## src/rtl/pipelined_dequantizer_if.sv

```systemverilog
// pipelined_dequantizer_if
// Operand/result bundle for the pipelined dequantizer.
//   input_valid, input_tag, coefficient, step : operand side (driven by upstream)
//   output_valid, output_tag, product, saturated : result side (driven by the dequantizer)
// master modport: the upstream/downstream environment; slave modport: the dequantizer.
interface pipelined_dequantizer_if #(
  parameter int coef_width = 12,
  parameter int step_width = 8,
  parameter int out_width  = 16
);
  logic                         input_valid;
  logic [5:0]                   input_tag;
  logic signed [coef_width-1:0] coefficient;
  logic [step_width-1:0]        step;
  logic                         output_valid;
  logic [5:0]                   output_tag;
  logic signed [out_width-1:0]  product;
  logic                         saturated;

  modport master (
    output input_valid, input_tag, coefficient, step,
    input  output_valid, output_tag, product, saturated
  );

  modport slave (
    input  input_valid, input_tag, coefficient, step,
    output output_valid, output_tag, product, saturated
  );
endinterface

```

## src/rtl/pipelined_dequantizer.sv

```systemverilog
// pipelined_dequantizer
// Signed coefficient times unsigned quantization step, computed by a shift-add
// pipeline with one stage per step bit, then sign restore and saturation.
// Ports:
//   clock  : rising-edge clock
//   reset  : asynchronous active-high clear of every register
//   hold   : freezes every register (inputs not sampled) while high
//   bus    : slave side of pipelined_dequantizer_if (operands in, results out)
// Latency is step_width+1 unheld edges from operand capture to result.
module pipelined_dequantizer #(
  parameter int coef_width = 12,
  parameter int step_width = 8,
  parameter int out_width  = 16
) (
  input logic                     clock,
  input logic                     reset,
  input logic                     hold,
  pipelined_dequantizer_if.slave  bus
);

  localparam int acc_width  = coef_width + step_width;
  localparam int full_width = acc_width + 1;

  localparam logic [coef_width-1:0] mag_one = {{(coef_width-1){1'b0}}, 1'b1};
  localparam logic signed [full_width-1:0] pos_limit =
    {{(full_width-out_width+1){1'b0}}, {(out_width-1){1'b1}}};
  localparam logic signed [full_width-1:0] neg_limit =
    {{(full_width-out_width+1){1'b1}}, {(out_width-1){1'b0}}};

  // Stage 0 is index 0; stage i (1..step_width) is index i. mag/step are only
  // consumed by the stage after them, so the last stage does not keep them.
  logic [coef_width-1:0] mag_r   [0:step_width-1];
  logic [step_width-1:0] step_r  [0:step_width-1];
  logic [acc_width-1:0]  acc_r   [0:step_width];
  logic                  neg_r   [0:step_width];
  logic                  valid_r [0:step_width];
  logic [5:0]            tag_r   [0:step_width];

  logic                  out_valid_r;
  logic [5:0]            out_tag_r;
  logic [out_width-1:0]  out_product_r;
  logic                  out_saturated_r;

  logic                        in_neg;
  logic [coef_width-1:0]       in_mag;
  logic [full_width-1:0]       unsigned_acc;
  logic signed [full_width-1:0] signed_val;
  logic [out_width-1:0]        next_product;
  logic                        next_saturated;

  // Split the incoming coefficient into sign and magnitude; the most negative
  // value yields 2^(coef_width-1), which still fits the unsigned magnitude.
  always_comb begin
    in_neg = bus.coefficient[coef_width-1];
    if (in_neg) begin
      in_mag = ~bus.coefficient + mag_one;
    end else begin
      in_mag = bus.coefficient;
    end
  end

  // Restore the sign on the finished accumulator and clamp to the output range.
  always_comb begin
    unsigned_acc = {1'b0, acc_r[step_width]};
    if (neg_r[step_width]) begin
      signed_val = -$signed(unsigned_acc);
    end else begin
      signed_val = $signed(unsigned_acc);
    end
    if (signed_val > pos_limit) begin
      next_product   = pos_limit[out_width-1:0];
      next_saturated = 1'b1;
    end else if (signed_val < neg_limit) begin
      next_product   = neg_limit[out_width-1:0];
      next_saturated = 1'b1;
    end else begin
      next_product   = signed_val[out_width-1:0];
      next_saturated = 1'b0;
    end
  end

  // Pipeline registers: capture, shift-add stages and output, all frozen by hold.
  always_ff @(posedge clock or posedge reset) begin
    if (reset) begin
      for (int j = 0; j < step_width; j++) begin
        mag_r[j]  <= {coef_width{1'b0}};
        step_r[j] <= {step_width{1'b0}};
      end
      for (int j = 0; j <= step_width; j++) begin
        acc_r[j]   <= {acc_width{1'b0}};
        neg_r[j]   <= 1'b0;
        valid_r[j] <= 1'b0;
        tag_r[j]   <= 6'd0;
      end
      out_valid_r     <= 1'b0;
      out_tag_r       <= 6'd0;
      out_product_r   <= {out_width{1'b0}};
      out_saturated_r <= 1'b0;
    end else if (!hold) begin
      mag_r[0]   <= in_mag;
      step_r[0]  <= bus.step;
      acc_r[0]   <= {acc_width{1'b0}};
      neg_r[0]   <= in_neg;
      valid_r[0] <= bus.input_valid;
      tag_r[0]   <= bus.input_tag;
      // Stage j adds the magnitude weighted by step bit j-1; the running sum is
      // bounded by mag*step, so acc_width bits never overflow.
      for (int j = 1; j <= step_width; j++) begin
        if (step_r[j-1][j-1]) begin
          acc_r[j] <= acc_r[j-1] + ({{step_width{1'b0}}, mag_r[j-1]} << (j-1));
        end else begin
          acc_r[j] <= acc_r[j-1];
        end
        neg_r[j]   <= neg_r[j-1];
        valid_r[j] <= valid_r[j-1];
        tag_r[j]   <= tag_r[j-1];
      end
      for (int j = 1; j < step_width; j++) begin
        mag_r[j]  <= mag_r[j-1];
        step_r[j] <= step_r[j-1];
      end
      out_valid_r     <= valid_r[step_width];
      out_tag_r       <= tag_r[step_width];
      out_product_r   <= next_product;
      out_saturated_r <= next_saturated;
    end
  end

  assign bus.output_valid = out_valid_r;
  assign bus.output_tag   = out_tag_r;
  assign bus.product      = out_product_r;
  assign bus.saturated    = out_saturated_r;

endmodule

```

## src/flat_wrapper.sv

```systemverilog
// flat-port wrapper written by rule: the top's interface ports become plain ports
module pipelined_dequantizer_flat 
#(
  parameter int coef_width = 12,
  parameter int step_width = 8,
  parameter int out_width  = 16
)
  (clock, reset, hold, bus_input_valid, bus_input_tag, bus_coefficient, bus_step, bus_output_valid, bus_output_tag, bus_product, bus_saturated);
  pipelined_dequantizer_if #(.coef_width(coef_width), .step_width(step_width), .out_width(out_width)) bus_i ();
  input logic clock;
  input logic reset;
  input logic hold;
  input wire logic [$bits(bus_i.input_valid)-1:0] bus_input_valid;
  input wire logic [$bits(bus_i.input_tag)-1:0] bus_input_tag;
  input wire logic [$bits(bus_i.coefficient)-1:0] bus_coefficient;
  input wire logic [$bits(bus_i.step)-1:0] bus_step;
  output wire logic [$bits(bus_i.output_valid)-1:0] bus_output_valid;
  output wire logic [$bits(bus_i.output_tag)-1:0] bus_output_tag;
  output wire logic [$bits(bus_i.product)-1:0] bus_product;
  output wire logic [$bits(bus_i.saturated)-1:0] bus_saturated;
  assign bus_i.input_valid = bus_input_valid;
  assign bus_i.input_tag = bus_input_tag;
  assign bus_i.coefficient = bus_coefficient;
  assign bus_i.step = bus_step;
  assign bus_output_valid = bus_i.output_valid;
  assign bus_output_tag = bus_i.output_tag;
  assign bus_product = bus_i.product;
  assign bus_saturated = bus_i.saturated;
  pipelined_dequantizer #(.coef_width(coef_width), .step_width(step_width), .out_width(out_width)) u_core (.clock(clock), .reset(reset), .hold(hold), .bus(bus_i));
endmodule
```

## config.mk

```make
export PLATFORM = sky130hd
export DESIGN_NAME = pipelined_dequantizer_flat
export DESIGN_NICKNAME = d
export VERILOG_FILES = /design/src/rtl/pipelined_dequantizer_if.sv /design/src/rtl/pipelined_dequantizer.sv /design/src/flat_wrapper.sv
export SDC_FILE = /design/constraint.sdc
export NUM_CORES = 1
export LEC_CHECK = 0
export BUFFER_PORTS_ARGS = -buffer_cell sky130_fd_sc_hd__buf_2
export CAP_MARGIN = 20
export CORE_UTILIZATION = 50
export DETAILED_ROUTE_END_ITERATION = 10
export MAX_ROUTING_LAYER = met4
export PLACE_DENSITY_LB_ADDON = 0.25
export SLEW_MARGIN = 20
export SYNTH_ARGS = -nofsm -noshare
export SYNTH_HDL_FRONTEND = slang
export SYNTH_SLANG_ARGS = --single-unit
```

## constraint.sdc

```tcl
create_clock -name clock -period 13.35 [get_ports clock]
set_input_delay 2.67 -clock clock [delete_from_list [all_inputs] [get_ports clock]]
set_output_delay 2.67 -clock clock [all_outputs]
set_load 0.02 [all_outputs]
```

Word-level counts from Yosys, hierarchy flattened
Cells that the tools add are included.

Mux-type cells: 14. Magnitude comparators: 2. Bitwise gates (word level): 1. Add/subtract/negate cells: 9.

Operators by type and width (count): $mux W20 (7); $mux W16 (2); $mux W12 (2); $gt A21 B16 Y1 const B (1); $lt A21 B16 Y1 const B (1); $mux W21 (1); $neg A20 Y21 (1); $add A20 B13 Y20 (1); $add A20 B14 Y20 (1); $add A20 B15 Y20 (1); $add A20 B16 Y20 (1); $add A20 B17 Y20 (1); $add A20 B18 Y20 (1); $add A20 B19 Y20 (1); $add A12 B1 Y12 const B (1); $not A12 Y12 (1); $mux W1 (2).

Output and inout bits: 24. Word-level logic and storage cells: 81. Flip-flop bits (word level): 416.

Logic depth before layout (Yosys ltp)
Gate-level depths: netlist of run 1.

Word-level depth: 5. Mapped depth: 10. Gate-level depth less buffers: 10.

Least setup slack after synthesis of run 1
No wires, ideal clock.

Path type: input-to-reg. Start: input hold. End: register u_core.acc_r[2] (netlist bit). Slack: 8.988 ns. Stages on the path: 5. Data arrival time: 4.237 ns. Buffers on the path: 4. Library setup time: 0.125 ns. Data required time: 13.225 ns. Cells stage by stage: clkbuf_1 > buf_1 > clkbuf_1 > clkbuf_1 > mux2_2.

RTL lines: start: declaration (line flat_wrapper.sv:12) `input logic hold;`; end signal: indexed assignment (line pipelined_dequantizer.sv:90) `acc_r[j] <= {acc_width{1'b0}};`; end signal: indexed assignment (line pipelined_dequantizer.sv:110) `acc_r[j] <= acc_r[j-1] + ({{step_width{1'b0}}, mag_r[j-1]} << (j-1));`; end signal: indexed assignment (line pipelined_dequantizer.sv:112) `acc_r[j] <= acc_r[j-1];`; end: declaration (line pipelined_dequantizer.sv:34) `logic [acc_width-1:0] acc_r [0:step_width];`.

No word-level cell between the ends.

Worst setup path after layout of run 1
Start: input hold. End: register u_core.tag_r[29] (netlist bit).

RTL lines: end signal: indexed assignment (line pipelined_dequantizer.sv:116) `tag_r[j] <= tag_r[j-1];`; end: declaration (line pipelined_dequantizer.sv:37) `logic [5:0] tag_r [0:step_width];`.

No word-level cell between the ends.

==> out/metrics.csv, run 1 <==
metric;value;unit
syn_nets;1701;
Die Ht;192;um
DRT iter0 DRCs;412;
Post-CTS Setup Repair Bufs;0;
worst path cell trace;buf_8, buf_12, buf_4, mux2_2;
Post-synth ARST share;100;%
Post-CTS Hold Buffers;0;
critical path's slowest cell;buf_4;
Layout Skew;0.0136;ns
Area Growth Syn to Fin;10.9;%
final period utilization;37.3;%
CTS max path bufs;3;
clock sinks;359;
Post-Synthesis Cells;1579;
Final setup viols;0;
Yosys top cell by area;dfrtp_1;
status;complete, no violations;
#FFs+latches synth;359;
Synth cell types;56;
Leakage Power;8.93;nW
final WL;32.5;mm
largest net degree at the start of global routing;245;
maxcap violations;0;
HPWL after DPL;22.0;mm
first-pass GRT wire length;56.0;mm
drt drc;0;
Area contributors post-synth;dfrtp_1 50%, mux2_2 14%, ha_1 5.9%, o21ai_0 4.0%, nand2_1 3.8%;
Starting Density;50.7;%
CTS tree;built;
Max Fanout on Critical Path;244;
n_diodes;0;
RSZ-0062 raised after global routing;no;
vias;11500;
Ys Warns;0;
WP data required;13.77;ns
post-route setup TNS;0;ns
top cell type's share of synthesized area;49.9;%
GP Congestion;0.818;
Critical Path AT;5.40;ns
Slowest Stage Delay on Critical Path;0.85;ns
Final Slew Violations;0;
post-synthesis instance area;18000;sq um
Main synth FF type;dfrtp_1;
Hold Vio Cnt, Final;0;
Ports;54;
Die ar.;36800;sq um
drt pass-1 iters;4;
actual slew at the worst max-slew pin;1.18;ns
Final Hold Slack;0.484;ns
post-synthesis sequential area ratio;49.9;%
peak supply drop;0.141;mV
FP Rows;69;
root buf cell;clkbuf_16;
CP endpoint kind;flip-flop;
die width;192;um
dpl ws;7.83;ns
layout cell share with drive strength beyond 1;22.9;%
most frequent cells in the layout;359 x dfrtp_1, 226 x mux2_2, 180 x nand2_1, 144 x o21ai_0, 85 x ha_1;
Post-synth EDFFs;0;
Hold Crit Class;flip-flop to flip-flop;
Worst Setup Path Type;input pin to flip-flop;
Port Buffers;53;
grt ovf;0;
Pwr Density;219;nW/um^2
Max-slew headroom;21.2;%
Worst-path clk slew;0.06;ns
# resized after CTS;0;
final net count;1726;
TritonCTS Buffers;39;
Detail Route Antenna Nets;0;
initial antenna violation count;0;
number of fillers in the final layout;2946;
Vias/cell;5.48;
setup ws final;8.37;ns
Clk Latency, worst-skew pair;0.54;ns
H-tree depth;2;
Final Critical Period;4.98;ns
Core ar.;35500;sq um
Avg Cell Area, Syn;11.4;sq um
Routed wire per std cell;15.5;um
vias in the first global route;11500;
fmax;201;MHz
most common cell after layout, fill and taps aside;dfrtp_1;
Tot GR Track Use;19.2;%
startpoint types;input pin;
[flip-flops by register name (all words and copies together) (netlist names)]
name                     cells
u_core.bus.output_valid      1
u_core.bus.output_tag        6
u_core.acc_r               131
u_core.bus.product          16
u_core.mag_r                96
u_core.tag_r                54
u_core.step_r               36
u_core.bus.saturated         1
u_core.neg_r                 9
u_core.valid_r               9
[where the power goes]
group          internal (mW)  switching (mW)
Sequential              1.43           0.317
Clock                  0.661           0.436
Combinational          0.784           0.759
[final timing paths]
path,to,cells after the start,slack (ns),start
max in group asynchronous,u_core.mag_r[89],3,9.50,reset
hold reg to reg,u_core.acc_r[64],2,0.48,u_core.acc_r[64]
setup reg to reg,u_core.bus.product[5],7,10.53,u_core.acc_r[8]
setup / recovery,u_core.tag_r[29],4,8.37,hold
hold / removal,u_core.acc_r[64],2,0.48,u_core.acc_r[64]
min in group asynchronous,u_core.bus.product[0],2,2.32,reset
[through the flow]
stage,instances,power (mW),area [sq um],util [%]
floorplan,1579,2.95,18000,-
global placement,2024,3.25,18600,52.5
detailed placement,2024,3.31,18600,52.5
CTS,2094,4.44,20000,56.3
global route,2094,4.70,20000,56.3
finish,2094,4.38,20000,56.3
[per-layer routing]
layer | up-vias | global-route usage, % | wire length (um)
met2 | 136 | 32.0 | 16000
met4 | 0 | 5.62 | 728
met5 | - | - | 0
met1 | 5619 | 24.2 | 14900
met3 | 52 | 2.80 | 954
li1 | 5659 | - | -
[synthesized netlist by cell type (all sizes together), types with 5 or more instances]
master and number:
o21bai 7, nand2b 9, xnor2 67, a31oi 10
nand3 14, nor2b 25, or3 9, nand2 180
clkbuf 67, a21o 18, a2bb2oi 26, fa 7
dfrtp 359, o21a 15, buf 8, o21ai 145
mux2 226, o31ai 14, mux2i 53, o41ai 5
ha 85, xor2 17, inv 45, nor2 45
a211oi 22, nor3 14, a21oi 51
[cells by family (layout without fill, tap and decap cells)]
group	count (synthesis)	in the layout	synth area share [%]
adder cells (fa/ha/maj)	92	92	6.69
AND/OR/NAND/NOR	311	311	7.76
AO/OA/AOI/OAI	334	334	11.9
multiplexers	279	279	17.1
flip-flops	359	359	49.9
buffers and inverters	120	174	2.56
XOR/XNOR	84	84	4.09
[worst max-delay path, delay by kind of cell]
family | cells | cell delay (ns)
buffers and inverters | 3 | 2.00
muxes | 1 | 0.42
[layout make-up]
type	count	area, sq um	area share, %
clock buffer	55	1150	5.74
clock inverter	15	190	0.952
inverter	45	176	0.884
multi-input combinational	1100	8560	42.9
sequential	359	8980	45.0
tap	461	577	2.89
timing repair buffer	59	337	1.69
Power figures use the tool's default switching activity.
==> run 2: changes to the inputs <==
- ABC_AREA: default -> 1
- clock period: 13.35 -> 4.2 ns (I/O delays scaled with it)
==> run 2 against run 1 <==
Hold slack lost 0.15 ns. First-iteration DRC count grew 110%. Clock power grew to 3.1 times the previous value. Final area grew 1.6%. Total power grew 150%. Critical path type is now flip-flop to flip-flop. Largest cell class unchanged.
==> out/metrics.csv, run 2 <==
metric;value;unit;change
status;complete, no violations;;unchanged
Final Critical Period;2.52;ns;
post-synthesis sequential area ratio;48.8;%;was 49.9%
global route hottest layer;met2;;unchanged
HPWL after DPL;27.6;mm;was 22.0 mm
Core ar.;35900;sq um;was 35,500 sq um
Post-synth ARST share;100;%;unchanged
Starting Density;51.2;%;was 50.7%
initial antenna violation count;0;;unchanged
post-synthesis instance area;18400;sq um;was 18,000 sq um
Crit Reg-Reg Endpoint;u_core.bus.product[9];;was u_core.bus.product[5]
Main synth FF type;dfrtp_1;;unchanged
RSZ-0062 raised after global routing;no;;unchanged
critical path launch point;u_core.neg_r[0];;was hold
R2R Setup Slk;1.68;ns;was 10.53 ns
Switching Share;34.6;%;was 34.5%
dpl ws;1.55;ns;was 7.83 ns
Detail Route Antenna Nets;0;;unchanged
DRT iter0 DRCs;870;;was 412
Yosys top cell by area;dfrtp_1;;unchanged
Critical Path AT;2.93;ns;was 5.40 ns
Post-CTS Setup Repair Bufs;0;;unchanged
Most flops, register;u_core.acc_r;;unchanged
Area contributors post-synth;dfrtp_1 49%, nand2_1 12%, o21ai_0 9.7%, ha_1 5.8%, inv_1 4.7%;;was dfrtp_1 50%, mux2_2 14%, ha_1 5.9%, o21ai_0 4.0%, nand2_1 3.8%
Area Growth Syn to Fin;10.2;%;was 10.9%
final period utilization;60.0;%;
grt met3 use;2.84;%;was 2.80%
Worst-path clk slew;0.06;ns;about the same
actual slew at the worst max-slew pin;0.866;ns;was 1.18 ns
biggest regs;u_core.acc_r: 131 flops, u_core.mag_r: 96 flops, u_core.tag_r: 54 flops;;unchanged
CTS tree;built;;unchanged
most common cell after layout, fill and taps aside;nand2_1;;was dfrtp_1
syn_nets;2375;;was 1,701
# resized after CTS;0;;unchanged
final WL;40.2;mm;was 32.5 mm
most frequent cells in the layout;575 x nand2_1, 359 x dfrtp_1, 358 x o21ai_0, 230 x inv_1, 154 x a21oi_1;;was 359 x dfrtp_1, 226 x mux2_2, 180 x nand2_1, 144 x o21ai_0, 85 x ha_1
FP Rows;69;;unchanged
Ys Warns;0;;unchanged
Tot GR Track Use;22.9;%;was 19.2%
Layout Skew;0.0174;ns;was 0.0136 ns
Pwr Density;535;nW/um^2;was 219 nW/um^2
grt ovf;0;;unchanged
Hold Vio Cnt, Final;0;;unchanged
vias in the first global route;14700;;was 11,500
Worst Setup EP;u_core.bus.product[9];;was u_core.tag_r[29]
met1 Use GR;28.7;%;was 24.2%
R2R depth;7;;unchanged
maxcap violations;0;;unchanged
internal power;7.10;mW;was 2.87 mW
Post-synth EDFFs;0;;unchanged
Vias/cell;5.37;;was 5.48
post-route setup TNS;0;ns;unchanged
Worst R2R Start;u_core.neg_r[0];;was u_core.acc_r[8]
drt drc;0;;unchanged
top cell type's share of synthesized area;48.8;%;was 49.9%
Hold Crit Class;input pin to async pin;;was flip-flop to flip-flop
largest net degree at the start of global routing;172;;was 245
Leakage Power;9.71;nW;was 8.93 nW
Port Buffers;53;;unchanged
Routed wire per std cell;14.6;um;was 15.5 um
Synth cell types;46;;was 56
cell with the most instances after synthesis;nand2_1;;was dfrtp_1
met2 usage;38.1;%;was 32.0%
Max Fanout on Critical Path;25;;was 244
Post-CTS Hold Buffers;0;;unchanged
P_sw;3.75;mW;was 1.51 mW
Max-slew headroom;42.3;%;was 21.2%
Avg Cell Area, Syn;8.17;sq um;was 11.4 sq um
fmax;397;MHz;
die width;194;um;was 192 um
H-tree depth;2;;unchanged
Die Ht;194;um;was 192 um
Post-Synthesis Cells;2253;;was 1,579
startpoint types;flip-flop;;was input pin
Clock Power Share;31.0;%;was 25.0%
Final setup viols;0;;unchanged
Ports;54;;unchanged
Clk Latency, worst-skew pair;0.56;ns;was 0.54 ns
final net count;2383;;was 1,726
first-pass GRT wire length;70.2;mm;was 56.0 mm
Final Slew Violations;0;;unchanged
CP endpoint kind;flip-flop;;unchanged
n_diodes;0;;unchanged
WP data required;4.61;ns;was 13.77 ns
GP Congestion;0.950;;was 0.818
layout cell share with drive strength beyond 1;7.38;%;was 22.9%
setup ws final;1.68;ns;was 8.37 ns
CTS max path bufs;3;;unchanged
root buf cell;clkbuf_16;;unchanged
#FFs+latches synth;359;;unchanged
TritonCTS Buffers;39;;unchanged
Die ar.;37600;sq um;was 36,800 sq um
peak supply drop;0.359;mV;was 0.141 mV
commonest cells in the synthesized netlist;575 x nand2_1, 359 x dfrtp_1, 358 x o21ai_0;;was 359 x dfrtp_1, 226 x mux2_2, 180 x nand2_1
Reg power frac;42.0;%;was 39.8%
Comb power frac;27.0;%;was 35.2%
Largest register FFs;131;;unchanged
drt pass-1 iters;7;;was 4
vias;14800;;was 11,500
clock sinks;359;;unchanged
Worst Setup Path Type;flip-flop to flip-flop;;was input pin to flip-flop
-- run 2: cell count changes in the layout (fill, tap and decap cells not counted), moves of 17 or more --
cell / change
a211oi_1: -21
mux2_2: -226
a21oi_1: +103
o21ai_0: +214
nand2_1: +395
nor2b_1: -25
nand4_1: +17
mux2i_1: -53
nand2_2: +17
inv_1: +187
nor2_1: +71
xnor2_1: -60
nand3_1: +68
o22ai_1: +17
-- run 2: cell type report --
type                       instances  area (sq um)
clock inverter                     9           110
tap                              461           577
timing repair buffer              63           413
clock buffer                      60          1160
sequential                       359          8980
fill                            3387         15600
inverter                         235           893
multi-input combinational       1563          8140
-- run 2: through the flow --
step / utilization, % / power, mW / hold WS (ns) / std cells / area (sq um)
after floorplan: - / 6.76 / 0.442 / 2253 / 18400
after global placement: 52.9 / 7.45 / 0.452 / 2681 / 19000
after detailed placement: 52.9 / 7.53 / 0.453 / 2681 / 19000
after CTS: 56.5 / 11.0 / 0.334 / 2750 / 20300
after global routing: 56.5 / 11.6 / 0.362 / 2750 / 20300
final: 56.5 / 10.9 / 0.330 / 2750 / 20300
-- run 2: routing by layer --
metal,vias to the layer above,share of wire [%]
li1,7436,-
met1,6962,45
met2,268,49
met3,97,3.3
met4,0,3.1
met5,-,0
-- run 2: logic make-up after synthesis --
group | after synthesis | synth area share (%)
flip-flops | 359 | 48.8
adder cells (fa/ha/maj) | 92 | 6.54
AO/OA/AOI/OAI | 601 | 17.6
AND/OR/NAND/NOR | 838 | 18.5
buffers and inverters | 331 | 6.92
XOR/XNOR | 32 | 1.52
-- run 2: power by group through the flow --
| stage | Combinational, mW | Clock (mW) | Sequential [mW] |
|---|---|---|---|
| 6_report | 2.93 | 3.37 | 4.55 |
| 5_1_grt | 3.38 | 3.60 | 4.64 |
| 4_1_cts | 2.94 | 3.46 | 4.56 |
| 3_5_place_dp | 2.92 | 0 | 4.61 |
| 3_3_place_gp | 2.86 | 0 | 4.59 |
| 2_1_floorplan | 2.21 | 0 | 4.55 |
-- run 2: worst max-delay path: stages (launching register included) --
cell and delay, ns:
dfrtp_1 0.90, o21ai_0 0.37, nand3_1 0.19, nand2_2 0.07, inv_1 0.06, nand3_2 0.11, a21oi_4 0.51, a21oi_1 0.13
-- run 2: worst min-delay path by stage --
stage,startpoint,endpoint,cells past startpoint
after floorplan,u_core.acc_r[120],u_core.acc_r[100],2
after global placement,u_core.acc_r[80],u_core.acc_r[60],2
after detailed placement,u_core.acc_r[100],u_core.acc_r[80],2
after CTS,reset,u_core.mag_r[22],2
after global routing,reset,u_core.mag_r[22],2
final,reset,u_core.mag_r[22],2
==> run 3: changes to the inputs <==
- clock period: 4.2 -> 2.05 ns (I/O delays scaled with it)
==> run 3 against run 2 <==
First-iteration DRC count increased by 3.3%. Worst setup slack worse by 1.6 ns. Routed wire length increased by 3.8%. Sequential cell count unchanged. Sequential power rose by 100%.
==> out/metrics.csv, run 3 (synthesized netlist as in run 2, its figures left out) <==
metric;value;unit;change
R2R Setup Slk;0.04;ns;was 1.68 ns
Detail Route Antenna Nets;0;;unchanged
Die Ht;194;um;unchanged
Final setup viols;0;;unchanged
final WL;41.7;mm;was 40.2 mm
n_diodes;0;;unchanged
GP Congestion;0.949;;was 0.950
CTS tree;built;;unchanged
Final Hold Slack;0.0656;ns;was 0.330 ns
Final Slew Violations;0;;unchanged
startpoint types;flip-flop;;unchanged
Vias/cell;5.33;;was 5.37
drt drc;0;;unchanged
Area Growth Syn to Fin;15.9;%;was 10.2%
Largest register FFs;131;;unchanged
Max-slew headroom;52.1;%;was 42.3%
most common cell after layout, fill and taps aside;nand2_1;;unchanged
Hold Crit Class;input pin to flip-flop;;was input pin to async pin
post-route setup TNS;0;ns;unchanged
Max Fanout on Critical Path;3;;was 25
M1 WL;19.0;mm;was 17.9 mm
CTS max path bufs;3;;unchanged
Tot GR Track Use;23.1;%;was 22.9%
most frequent cells in the layout;564 x nand2_1, 357 x dfrtp_1, 332 x o21ai_0, 222 x inv_1, 135 x a21oi_1;;was 575 x nand2_1, 359 x dfrtp_1, 358 x o21ai_0, 230 x inv_1, 154 x a21oi_1
clock sinks;359;;unchanged
final period utilization;97.9;%;was 60.0%
Worst-path clk slew;0.06;ns;about the same
routed length on met2;20.0;mm;was 19.6 mm
WL met3;1.17;mm;was 1.33 mm
Critical Path AT;2.45;ns;was 2.93 ns
Leakage Power;10.2;nW;was 9.71 nW
CP endpoint kind;flip-flop;;unchanged
top layer in use;met4;;unchanged
total chip power;23.3;mW;was 10.9 mW
fmax;498;MHz;was 397 MHz
layout cell share with drive strength beyond 1;13.2;%;was 7.38%
Clk Latency, worst-skew pair;0.55;ns;was 0.56 ns
maxcap violations;0;;unchanged
Layout Skew;0.0119;ns;was 0.0174 ns
grt ovf;0;;unchanged
TritonCTS Buffers;40;;was 39
H-tree depth;2;;unchanged
Most flops, register;u_core.acc_r;;unchanged
number of fillers in the final layout;3223;;was 3,387
die width;194;um;unchanged
HPWL after DPL;28.6;mm;was 27.6 mm
Hold Vio Cnt, Final;0;;unchanged
actual slew at the worst max-slew pin;0.718;ns;was 0.866 ns
initial antenna violation count;0;;unchanged
first-pass GRT wire length;70.3;mm;was 70.2 mm
Die ar.;37600;sq um;unchanged
vias;15100;;was 14,800
Worst Setup Path Type;flip-flop to flip-flop;;unchanged
Starting Density;51.2;%;unchanged
RSZ-0062 raised after global routing;yes;;was no
FP Rows;69;;unchanged
status;complete, no violations;;unchanged
Port Buffers;53;;unchanged
drt pass-1 iters;6;;was 7
DRT iter0 DRCs;899;;was 870
final net count;2458;;was 2,383
biggest regs;u_core.acc_r: 131 flops, u_core.mag_r: 96 flops, u_core.tag_r: 54 flops;;unchanged
Pwr Density;1090;nW/um^2;was 535 nW/um^2
Hold Path Stages;3;;
root buf cell;clkbuf_16;;unchanged
largest net degree at the start of global routing;156;;was 172
WP data required;2.49;ns;was 4.61 ns
register area;8990;sq um;was 8980 sq um
vias in the first global route;14700;;about the same
Final Critical Period;2.01;ns;was 2.52 ns
peak supply drop;0.610;mV;was 0.359 mV
R2R depth;16;;was 7
Core ar.;35900;sq um;unchanged
Routed wire per std cell;14.7;um;was 14.6 um
Ports;54;;unchanged
multi-input logic area;8470;sq um;was 8140 sq um
[run 3: cell count changes in the layout (fill, tap and decap cells not counted), moves of 6 or more]
cell	before	now
a21oi_1	154	135
ha_1	85	73
buf_4	5	67
nand2_1	575	564
ha_4	0	6
nand2_2	17	25
inv_1	230	222
ha_2	0	6
a21oi_2	11	29
inv_2	0	7
o21ai_1	1	25
o21ai_0	358	332
buf_12	5	14
[run 3: area by class of cell]
class                   instances  area share, %
repair buffers                136           5.13
clock inverters                13          0.610
flip-flops and latches        359           42.1
inverters                     235           4.20
clock buffers                  59           5.51
well taps                     461           2.70
multi-input cells            1564           39.7
[run 3: path summary, 6_finish.rpt]
kind	end	from
max reg2reg	u_core.acc_r[55]	u_core.acc_r[65]
max	u_core.acc_r[55]	u_core.acc_r[65]
min	u_core.step_r[58]	bus_step[2]
max in group asynchronous	u_core.acc_r[143]	reset
min in group asynchronous	u_core.step_r[63]	reset
min reg2reg	u_core.acc_r[23]	u_core.acc_r[43]
[run 3: critical path, stage by stage (launching register included)]
cell and delay (ns):
dfrtp_1 0.35, ha_2 0.19, inv_2 0.05, fa_2 0.35, inv_2 0.08, nand2_2 0.05
nand2_2 0.06, nand2_2 0.05, nand2_2 0.07, a21oi_2 0.06, o21ai_1 0.14, buf_4 0.15
a21oi_2 0.05, nand2_1 0.06, nand3_1 0.07, nand2_1 0.07, nand2_1 0.05
[run 3: timing repair]
action / in CTS / in global routing
gates resized for setup: 10 / 99
endpoints found under the hold margin: 30 / 0
buffers inserted: 3 / 10
hold buffers: 1 / 0
pin swaps: 2 / 15
gates cloned: 0 / 2
setup endpoints to repair: 5 / 48
[run 3: report_power, final]
| part | internal (mW) | total [mW] | switching, mW |
|---|---|---|---|
| Sequential | 8.35 | 9.22 | 0.865 |
| Clock | 4.23 | 7.07 | 2.84 |
| Combinational | 2.71 | 7.02 | 4.31 |
[run 3: metal layers]
layer  track usage [%]  up-vias
li1                  -     7609
met1              29.3     7087
met2              37.5      250
met3              2.84      113
met4              9.85        0
met5                 -        -
[run 3: per-stage QoR]
step,worst slack [ns],cell area [sq um],instances,util [%]
after floorplan,-3.17,18400,2253,-
after global placement,-0.0487,19600,2740,54.5
after detailed placement,-0.0987,19600,2740,54.5
after CTS,0.00837,20900,2816,58.2
after global routing,-0.0962,21300,2827,59.4
final,0.0422,21300,2827,59.4
